==> src/rtl/l_class_oc_echoresponder_pkg.sv <==
// Shared definitions for the echo responder: FSM encoding and sequence width,
// reused by the driver and indication sink.
package l_class_oc_echoresponder_pkg;

  localparam int SEQ_W = 16;

  typedef enum logic [1:0] {
    ST_IDLE = 2'd0,
    ST_WAIT = 2'd1,
    ST_SEND = 2'd2
  } er_state_t;

endpackage

==> src/rtl/l_class_oc_echoresponder_queue.sv <==
// DEPTH x WIDTH circular buffer with push/pop and registered occupancy.
// Storage is not cleared on reset; only pointers and count are.
module l_class_oc_echoresponder_queue
  import l_class_oc_echoresponder_pkg::*;
#(
  parameter int DEPTH = 4,
  parameter int WIDTH = 32
) (
  input  logic                     CLK,
  input  logic                     nRST,
  input  logic                     push,
  input  logic [WIDTH-1:0]         push_v,
  input  logic                     pop,
  output logic [WIDTH-1:0]         head_v,
  output logic                     full,
  output logic [$clog2(DEPTH):0]   count
);

  localparam int AW = $clog2(DEPTH);
  localparam int CW = AW + 1;

  logic [WIDTH-1:0] mem [DEPTH];
  logic [AW-1:0]    wr_ptr;
  logic [AW-1:0]    rd_ptr;
  logic             push_ok;
  logic             pop_ok;

  assign full    = (count == CW'(DEPTH));
  assign push_ok = push && !full;
  assign pop_ok  = pop && (count != '0);
  assign head_v  = mem[rd_ptr];

  always_ff @(posedge CLK) begin
    if (nRST) begin
      wr_ptr <= '0;
      rd_ptr <= '0;
      count  <= '0;
    end else begin
      if (push_ok) wr_ptr <= wr_ptr + AW'(1);
      if (pop_ok)  rd_ptr <= rd_ptr + AW'(1);
      case ({push_ok, pop_ok})
        2'b10:   count <= count + CW'(1);
        2'b01:   count <= count - CW'(1);
        default: count <= count;
      endcase
    end
  end

  always_ff @(posedge CLK) begin
    if (push_ok && !nRST) mem[wr_ptr] <= push_v;
  end

endmodule

==> src/rtl/l_class_oc_echoresponder.sv <==
// Echo responder: queues enq values and replays each on the heard indication
// after DELAY idle cycles, tagged with a wrapping sequence number.
module l_class_oc_echoresponder
  import l_class_oc_echoresponder_pkg::*;
#(
  parameter int DEPTH = 4,
  parameter int WIDTH = 32,
  parameter int DELAY = 2
) (
  input  logic                   CLK,
  input  logic                   nRST,
  input  logic                   enq__ENA,
  input  logic [WIDTH-1:0]       enq_v,
  output logic                   enq__RDY,
  output logic                   heard__ENA,
  output logic [WIDTH-1:0]       heard_v,
  output logic [SEQ_W-1:0]       heard_seq,
  input  logic                   heard__RDY,
  output logic [$clog2(DEPTH):0] count
);

  localparam logic [7:0] DLY_INIT = 8'(DELAY);

  er_state_t        state_q, state_d;
  logic [7:0]       dly_q, dly_d;
  logic [SEQ_W-1:0] seq_q;
  logic             full;
  logic             push;
  logic             pop;

  assign enq__RDY   = !full;
  assign push       = enq__ENA && enq__RDY;
  assign heard__ENA = (state_q == ST_SEND);
  assign heard_seq  = seq_q;

  l_class_oc_echoresponder_queue #(
    .DEPTH (DEPTH),
    .WIDTH (WIDTH)
  ) u_queue (
    .CLK    (CLK),
    .nRST   (nRST),
    .push   (push),
    .push_v (enq_v),
    .pop    (pop),
    .head_v (heard_v),
    .full   (full),
    .count  (count)
  );

  always_comb begin
    state_d = state_q;
    dly_d   = dly_q;
    pop     = 1'b0;
    case (state_q)
      ST_IDLE: begin
        // count is registered, so a value pushed this cycle waits a cycle here
        if (count != '0) begin
          if (DELAY == 0) begin
            state_d = ST_SEND;
          end else begin
            state_d = ST_WAIT;
            dly_d   = DLY_INIT;
          end
        end
      end
      ST_WAIT: begin
        dly_d = dly_q - 8'd1;
        if (dly_q == 8'd1) state_d = ST_SEND;
      end
      ST_SEND: begin
        if (heard__RDY) begin
          pop     = 1'b1;
          state_d = ST_IDLE;
        end
      end
      default: state_d = ST_IDLE;
    endcase
  end

  always_ff @(posedge CLK) begin
    if (nRST) begin
      state_q <= ST_IDLE;
      dly_q   <= '0;
      seq_q   <= '0;
    end else begin
      state_q <= state_d;
      dly_q   <= dly_d;
      if (pop) seq_q <= seq_q + SEQ_W'(1);
    end
  end

endmodule

==> config.mk <==
export PLATFORM = sky130hd
export DESIGN_NAME = l_class_oc_echoresponder
export DESIGN_NICKNAME = d
export VERILOG_FILES = /design/src/rtl/l_class_oc_echoresponder_pkg.sv /design/src/rtl/l_class_oc_echoresponder_queue.sv /design/src/rtl/l_class_oc_echoresponder.sv
export SDC_FILE = /design/constraint.sdc
export NUM_CORES = 1
export LEC_CHECK = 0
export ABC_AREA = 1
export CORE_MARGIN = 10
export CORE_UTILIZATION = 30
export DETAILED_ROUTE_END_ITERATION = 10
export DONT_BUFFER_PORTS = 1
export GPL_TIMING_DRIVEN = 0
export PLACE_DENSITY_LB_ADDON = 0.15
export REMOVE_ABC_BUFFERS = 1
export SYNTH_ARGS = -nofsm -noshare
export SYNTH_HDL_FRONTEND = slang
export SYNTH_HIERARCHICAL = 1
export SYNTH_SLANG_ARGS = --single-unit
==> constraint.sdc <==
create_clock -name CLK -period 10.1 [get_ports CLK]
set_input_delay 3.03 -clock CLK [delete_from_list [all_inputs] [get_ports CLK]]
set_output_delay 3.03 -clock CLK [all_outputs]
set_load 0.03 [all_outputs]
==> metrics.md, run 1 <==
| Metric | Value |
|---|---|
| Num ports | 89 |
| CTS tree | yes |
| Startpoint types | flop |
| Post-cts resize count | 0 |
| Syn avg cell area | 11.5 µm² |
| Num CTS Buffers | 17 |
| H-tree levels | 4 |
| CTS clk-pin slew, worst paths | 0.07 ns |
| Netlist cell types | 35 |
| Fill cells | 2152 |
| Core ar. | 0.0218 mm² |
| Initial antenna violation count | 0 |
| Arrival time at the worst endpoint | 2.54 ns |
| Peak Freq | 180 MHz |
| Width of the chip | 169 µm |
| Fin crit share | 0.552 |
| Placed insts | 839 |
| Pwr Total | 1.65 mW |
| Vias/cell | 4.77 |
| Hold Violations, Final | 0 |
| Lkg Pwr | 2.66 nW |
| Sequential fraction of the synthesis area | 0.683 |
| Max-slew violations | 0 |
| WL final | 15.1 mm |
| Final Skew | 0.00982 ns |
| Non-Filler Instances | 871 |
| Die height | 169 µm |
| # setup viols final | 0 |
| Minimum clock period | 5.57 ns |
| Layout cell share with drive strength beyond 1 | 0.0948 |
| CP max-delay cell | o22ai_1 |
| Worst setup EP type | output port |
| Final GP Congestion | 0.761 |
| Worst path buffer plus inverter count | 1 |
| NumNets Final | 623 |
| Synth area leader | edfxtp_1 |
| Port buffer count | 0 |
| Synth Cell Area | 0.00665 mm² |
| Slew @ Worst Pin | 0.903 ns |
| Clock sinks | 163 |
| FF+latch count, synth | 163 |
| Drt first pass iters | 4 |
| PwrDens | 219 mW/mm² |
| Max IR drop VDD | 0.0994 mV |
| Yosys warns | 6 |
| Vias in the first global route | 4154 |
| Skew-Pair Late Insertion Delay | 0.42 ns |
| DR WL/cell | 17.3 µm |
| Tot GR Track Use | 0.107 |
| Asr flop ratio synth | 0 |
| ANT cells | 0 |
| Post CTS Setup Buffer Count | 0 |
| Max-Cap Viols | 0 |
| Global route overflow | 0 |
| Post-synth top cells | edfxtp_1, nor2_1, nand2_1, inv_1, o21ai_0 |
| Largest net degree at the start of global routing | 65 |
| Hold-fix buffers at CTS | 0 |
| CP top delay family | compound AO/OA/AOI/OAI gates |
| Via count | 4154 |
| EDFF count, synth | 128 |
| Clock buffer depth | 2 |
| 1st-iter DRT viols | 190 |
| Main flop type after synthesis | edfxtp_1 |
| Post-route antenna net violation count | 0 |
| Worst min-delay path class | flop to flop |
| Synth Instances | 576 |
| WS Path Type | flop to output port |
| Final setup TNS | 0 ns |
| Slew headroom | 0.407 |
| HP Start | u_queue/rd_ptr[0] |
| Initial Util | 0.305 |
| Area growth syn-to-layout | 13.4% |
| Clock Tree Root | clkbuf_16 |
| Status | completed |
| RSZ-0062 raised after global routing | false |
| First-pass GRT wire length | 23.4 mm |
| Crit-path max cell delay | 0.72 ns |
| Most common cell in the netlist | edfxtp_1 |
| Max FO, Critical Path | 33 |
| Full die area | 0.0285 mm² |
| DP HPWL | 9.63 mm |
| WP data required | 7.07 ns |
| Rows | 54 |
| Reg-to-Reg Start | u_queue/count[0] |
| Synth area leaders | edfxtp_1, dfxtp_1, nor2_1, o21ai_0, nand2_1 |
| DRC violations left | 0 |
| Top cell type's share of synthesized area | 0.578 |
| Worst path cell trace | inv_2, o21ai_1, o22ai_1 |
[registers in the layout, indices dropped and copies added (netlist names), named ones only]
| name | cells |
|---|---|
| state_q | 2 |
| u_queue/rd_ptr | 2 |
| dly_q | 8 |
| heard_seq | 16 |
| u_queue/mem | 128 |
| u_queue/count | 3 |
| u_queue/wr_ptr | 2 |
[final cells by class]
cell class | instances | area, µm² | share of cell area
multi-input combinational | 340 | 1760 | 0.233
clock inverter | 15 | 154 | 0.0204
inverter | 51 | 201 | 0.0267
clock buffer | 17 | 425 | 0.0564
timing repair buffer | 5 | 108 | 0.0143
sequential | 163 | 4550 | 0.603
tap | 280 | 350 | 0.0464
[routing by layer]
metal	vias up	global-route usage	wire (µm)
met4	0	0.0401	208
met2	97	0.177	7330
met5	-	0	0
li1	2026	-	-
met3	13	0.0486	1380
met1	2018	0.118	6140
[power by group]
group          leakage [nW]  switching [mW]  total (mW)  internal, mW
Sequential             1.45          0.0363       0.800         0.764
Clock                 0.286           0.261       0.627         0.367
Combinational         0.923           0.166       0.225        0.0590
[final timing paths]
kind                        end  depth (start not counted)  slack (ns)
max                 heard_v[18]                          3        4.53
min                        flop                          2        0.49
max reg2reg  u_queue/mem[3][17]                          7        7.15
min reg2reg                flop                          2        0.49
[tightest hold or removal path, stage by stage, from the launching register on]
cell	delay, ns
dfxtp_1	0.33
a21oi_1	0.05
nor2_1	0.07
[cells by family after synthesis]
logic type                 Yosys count  synth area share
AOI/OAI and AO/OA                  132             0.106
buffers and inverters               73            0.0574
and+or+nand+nor                    196             0.132
xor gates and xnor gates             3           0.00395
DFF                                163             0.683
adders and majority gates            9            0.0181
[placed cells by master (no fill, tap or decap), drive strengths merged]
| cell type | instances |
|---|---|
| nor2 | 109 |
| dfxtp | 35 |
| o22ai | 32 |
| a21oi | 24 |
| bufinv | 2 |
| o21a | 1 |
| and3 | 1 |
| and2 | 1 |
| o21ai | 75 |
| clkinvlp | 1 |
| nand3b | 1 |
| nor4 | 1 |
| nor3b | 1 |
| nor3 | 5 |
| clkbuf | 17 |
| nand2 | 55 |
| edfxtp | 128 |
| nand4 | 5 |
| clkinv | 6 |
| nand3 | 17 |
| inv | 57 |
| fa | 1 |
| ha | 8 |
| buf | 5 |
| xor2 | 3 |
[stage by stage]
stage	setup WS (ns)	util	instance area [µm²]	hold slack, ns
2_1_floorplan	4.84	-	6470	0.448
3_3_place_gp	3.34	0.313	6820	0.464
3_5_place_dp	4.91	0.319	6960	0.469
4_1_cts	4.43	0.346	7540	0.486
5_1_grt	4.33	0.346	7540	0.514
6_report	4.53	0.346	7540	0.485
Power figures use the tool's default switching activity.
==> run 2: changes to the inputs <==
- clock period: 10.1 -> 4.9 ns (I/O delays scaled with it)
==> results of run 2 <==
The final DEF is identical to that of run 1. Status: completed.
Main changes from that run: setup slack after placement 4.91 ns -> 1.27 ns; setup slack after layout 4.53 ns -> 0.890 ns; register-to-register setup slack 7.15 ns -> 1.95 ns; total power 1.65 mW -> 3.41 mW; worst IR drop on VDD 0.0994 mV -> 0.205 mV
==> run 3: changes to the inputs <==
- clock period: 4.9 -> 4.03 ns (I/O delays scaled with it)
==> results of run 3 <==
The final DEF is identical to that of run 1. Status: completed.
Main changes from that run: setup slack after placement 4.91 ns -> 0.659 ns; setup slack after layout 4.53 ns -> 0.281 ns; register-to-register setup slack 7.15 ns -> 1.08 ns; total power 1.65 mW -> 4.14 mW; worst IR drop on VDD 0.0994 mV -> 0.249 mV
==> variant: new RTL, flow settings as in run 2 <==
The package constant `SEQ_W` goes from 16 to 32.
--- a/src/rtl/l_class_oc_echoresponder_pkg.sv
+++ b/src/rtl/l_class_oc_echoresponder_pkg.sv
@@ -2,7 +2,7 @@
 // reused by the driver and indication sink.
 package l_class_oc_echoresponder_pkg;
 
-  localparam int SEQ_W = 16;
+  localparam int SEQ_W = 32;
 
   typedef enum logic [1:0] {
     ST_IDLE = 2'd0,
Ports: changed (resized heard_seq); port bits go from 89 to 105. No check against the original RTL was run, so the function may have changed too.
==> variant against run 2 <==
Maximum frequency is 1.3% lower. Cell count rose by 20%. Routed wire length increased by 22%. Area after synthesis up 14%. Setup slack lost 0.054 ns. Cell area is 13% higher. Sequential cell count is 16 higher. Critical endpoint is now heard_v[30].
Power is not compared: it rests on default switching activity, and its combinational part moved more than twofold at a synthesized area within 25%.
==> variant: results (changes against run 2) <==
metric;value;unit;change
status;finished clean;;
nets;752;;+21%
drive_gt1_share;10.6;%;+1.1 points
slowest_delay;0.76;ns;+0.04 ns
vias_per_cell;4.80;;+0.54%
drt_iter0_markers;237;;+25%
grt.total_usage;11.8;%;+1.1 points
critPathTopFamily;compound AO/OA/AOI/OAI gates;;
io_buffers;0;;unchanged
arrival;2.59;ns;+0.05 ns
netlist_top_cells_count;edfxtp_1 (128), nor2_1 (128), nand2_1 (83);;
largest_reg_flops;128;;unchanged
met2_length;9070;um;+24%
grt_first_pass_wirelength;28800;um;+23%
ys_types;39;;+11%
highest_layer;met4;;
htreeDepth;4;;unchanged
wl_met3;1610;um;+17%
skew;0.0141;ns;+0.00429 ns
cts_resized;0;;unchanged
clk_pin_slew;0.07;ns;about the same
n_fill_cell;2491;;+16%
worst_hold_path_type;flip-flop to flip-flop;;
cts_post_setup_buffers_inserted;0;;unchanged
grt_max_degree;65;;unchanged
grt_pass1_vias;5099;;+23%
wl_per_cell;17.5;um;+1.3%
async_reset_ff_share;0;%;unchanged
ys_top_cells_by_area;edfxtp_1 (51%), dfxtp_1 (13%), nor2_1 (6.3%);;
wl_met1;7520;um;+22%
relSlewSlack;37.9;%;-2.8 points
ys_seq_area_share;64.1;%;-4.2 points
hpwl;12100;um;+25%
gp_congestion;0.747;;-1.8%
antenna_found_initial;0;;unchanged
==> variant: cell count changes in the layout (fill, tap and decap cells not counted), moves of 3 or more <==
cell      delta
nand3_1     +17
nand2_1     +29
nand3_2      +4
nor2_2       +6
inv_1       +10
nand4_1      +4
nor2_1      +24
inv_6        -3
clkinv_4     +4
o21ai_0      +4
inv_8        +4
dfxtp_1     +16
clkinv_2     -3
==> variant: logic make-up (layout without fill, tap and decap cells) <==
kind of cell             Yosys count  count (layout)  share of synthesized area [%]
XOR/XNOR                           4               4                          0.462
flip-flops                       179             179                           64.1
buffers and inverters             84              97                           5.43
AO/OA/AOI/OAI                    140             140                           9.98
adder cells (fa/ha/maj)            9               9                           1.58
AND/OR/NAND/NOR                  290             290                           18.4
==> variant: worst register-to-register path: stages, from the launching register on <==
cell and delay, ns:
dfxtp_1 0.57, inv_1 0.20, nand3_1 0.24, inv_1 0.09
nor2_1 0.32, nand3_1 0.39, nor2_4 0.44, buf_12 0.26
==> variant: final timing paths <==
| kind | slack (ns) | start | endpoint | cells after the start |
|---|---|---|---|---|
| worst max register to register | 2.05 | u_queue/count[0]$_SDFFE_PP0P_ | u_queue/mem[2][2]$_DFFE_PP_ | 7 |
| worst min register to register | 0.47 | dly_q[7]$_SDFFE_PP0P_ | dly_q[7]$_SDFFE_PP0P_ | 2 |
| worst max-delay path | 0.84 | flip-flop | heard_v[30] | 3 |
| worst min-delay path | 0.47 | dly_q[7]$_SDFFE_PP0P_ | dly_q[7]$_SDFFE_PP0P_ | 2 |
==> variant: stage by stage <==
stage | std cells | cell area [um^2] | util [%] | setup slack, ns
global route | 1049 | 8520 | 34.0 | 0.635
finish | 1049 | 8520 | 34.0 | 0.836
detailed placement | 1018 | 7960 | 31.8 | 1.22
floorplan | 683 | 7410 | - | 1.20
CTS | 1049 | 8520 | 34.0 | 0.742
global placement | 1013 | 7830 | 31.3 | -0.380
==> variant: where the power goes <==
part / switching, uW / internal [uW]
clock network: 625 / 675
registers: 25.3 / 1670
logic: 132 / 46.2
total: 782 / 2390
==> variant: area by class of cell <==
class / instances / share of cell area [%]
Clock buffer: 17 / 4.99
Clock inverter: 14 / 1.66
Inverter: 61 / 2.77
Multi-Input combinational cell: 443 / 27.5
Sequential cell: 179 / 57.1
Tap cell: 330 / 4.84
Timing Repair Buffer: 5 / 1.17
==> variant: metal layers <==
| layer | global-route usage, % | up-vias |
|---|---|---|
| met3 | 5.01 | 14 |
| met1 | 12.9 | 2445 |
| met5 | 0 | - |
| met4 | 3.72 | 0 |
| li1 | - | 2448 |
| met2 | 20.3 | 123 |
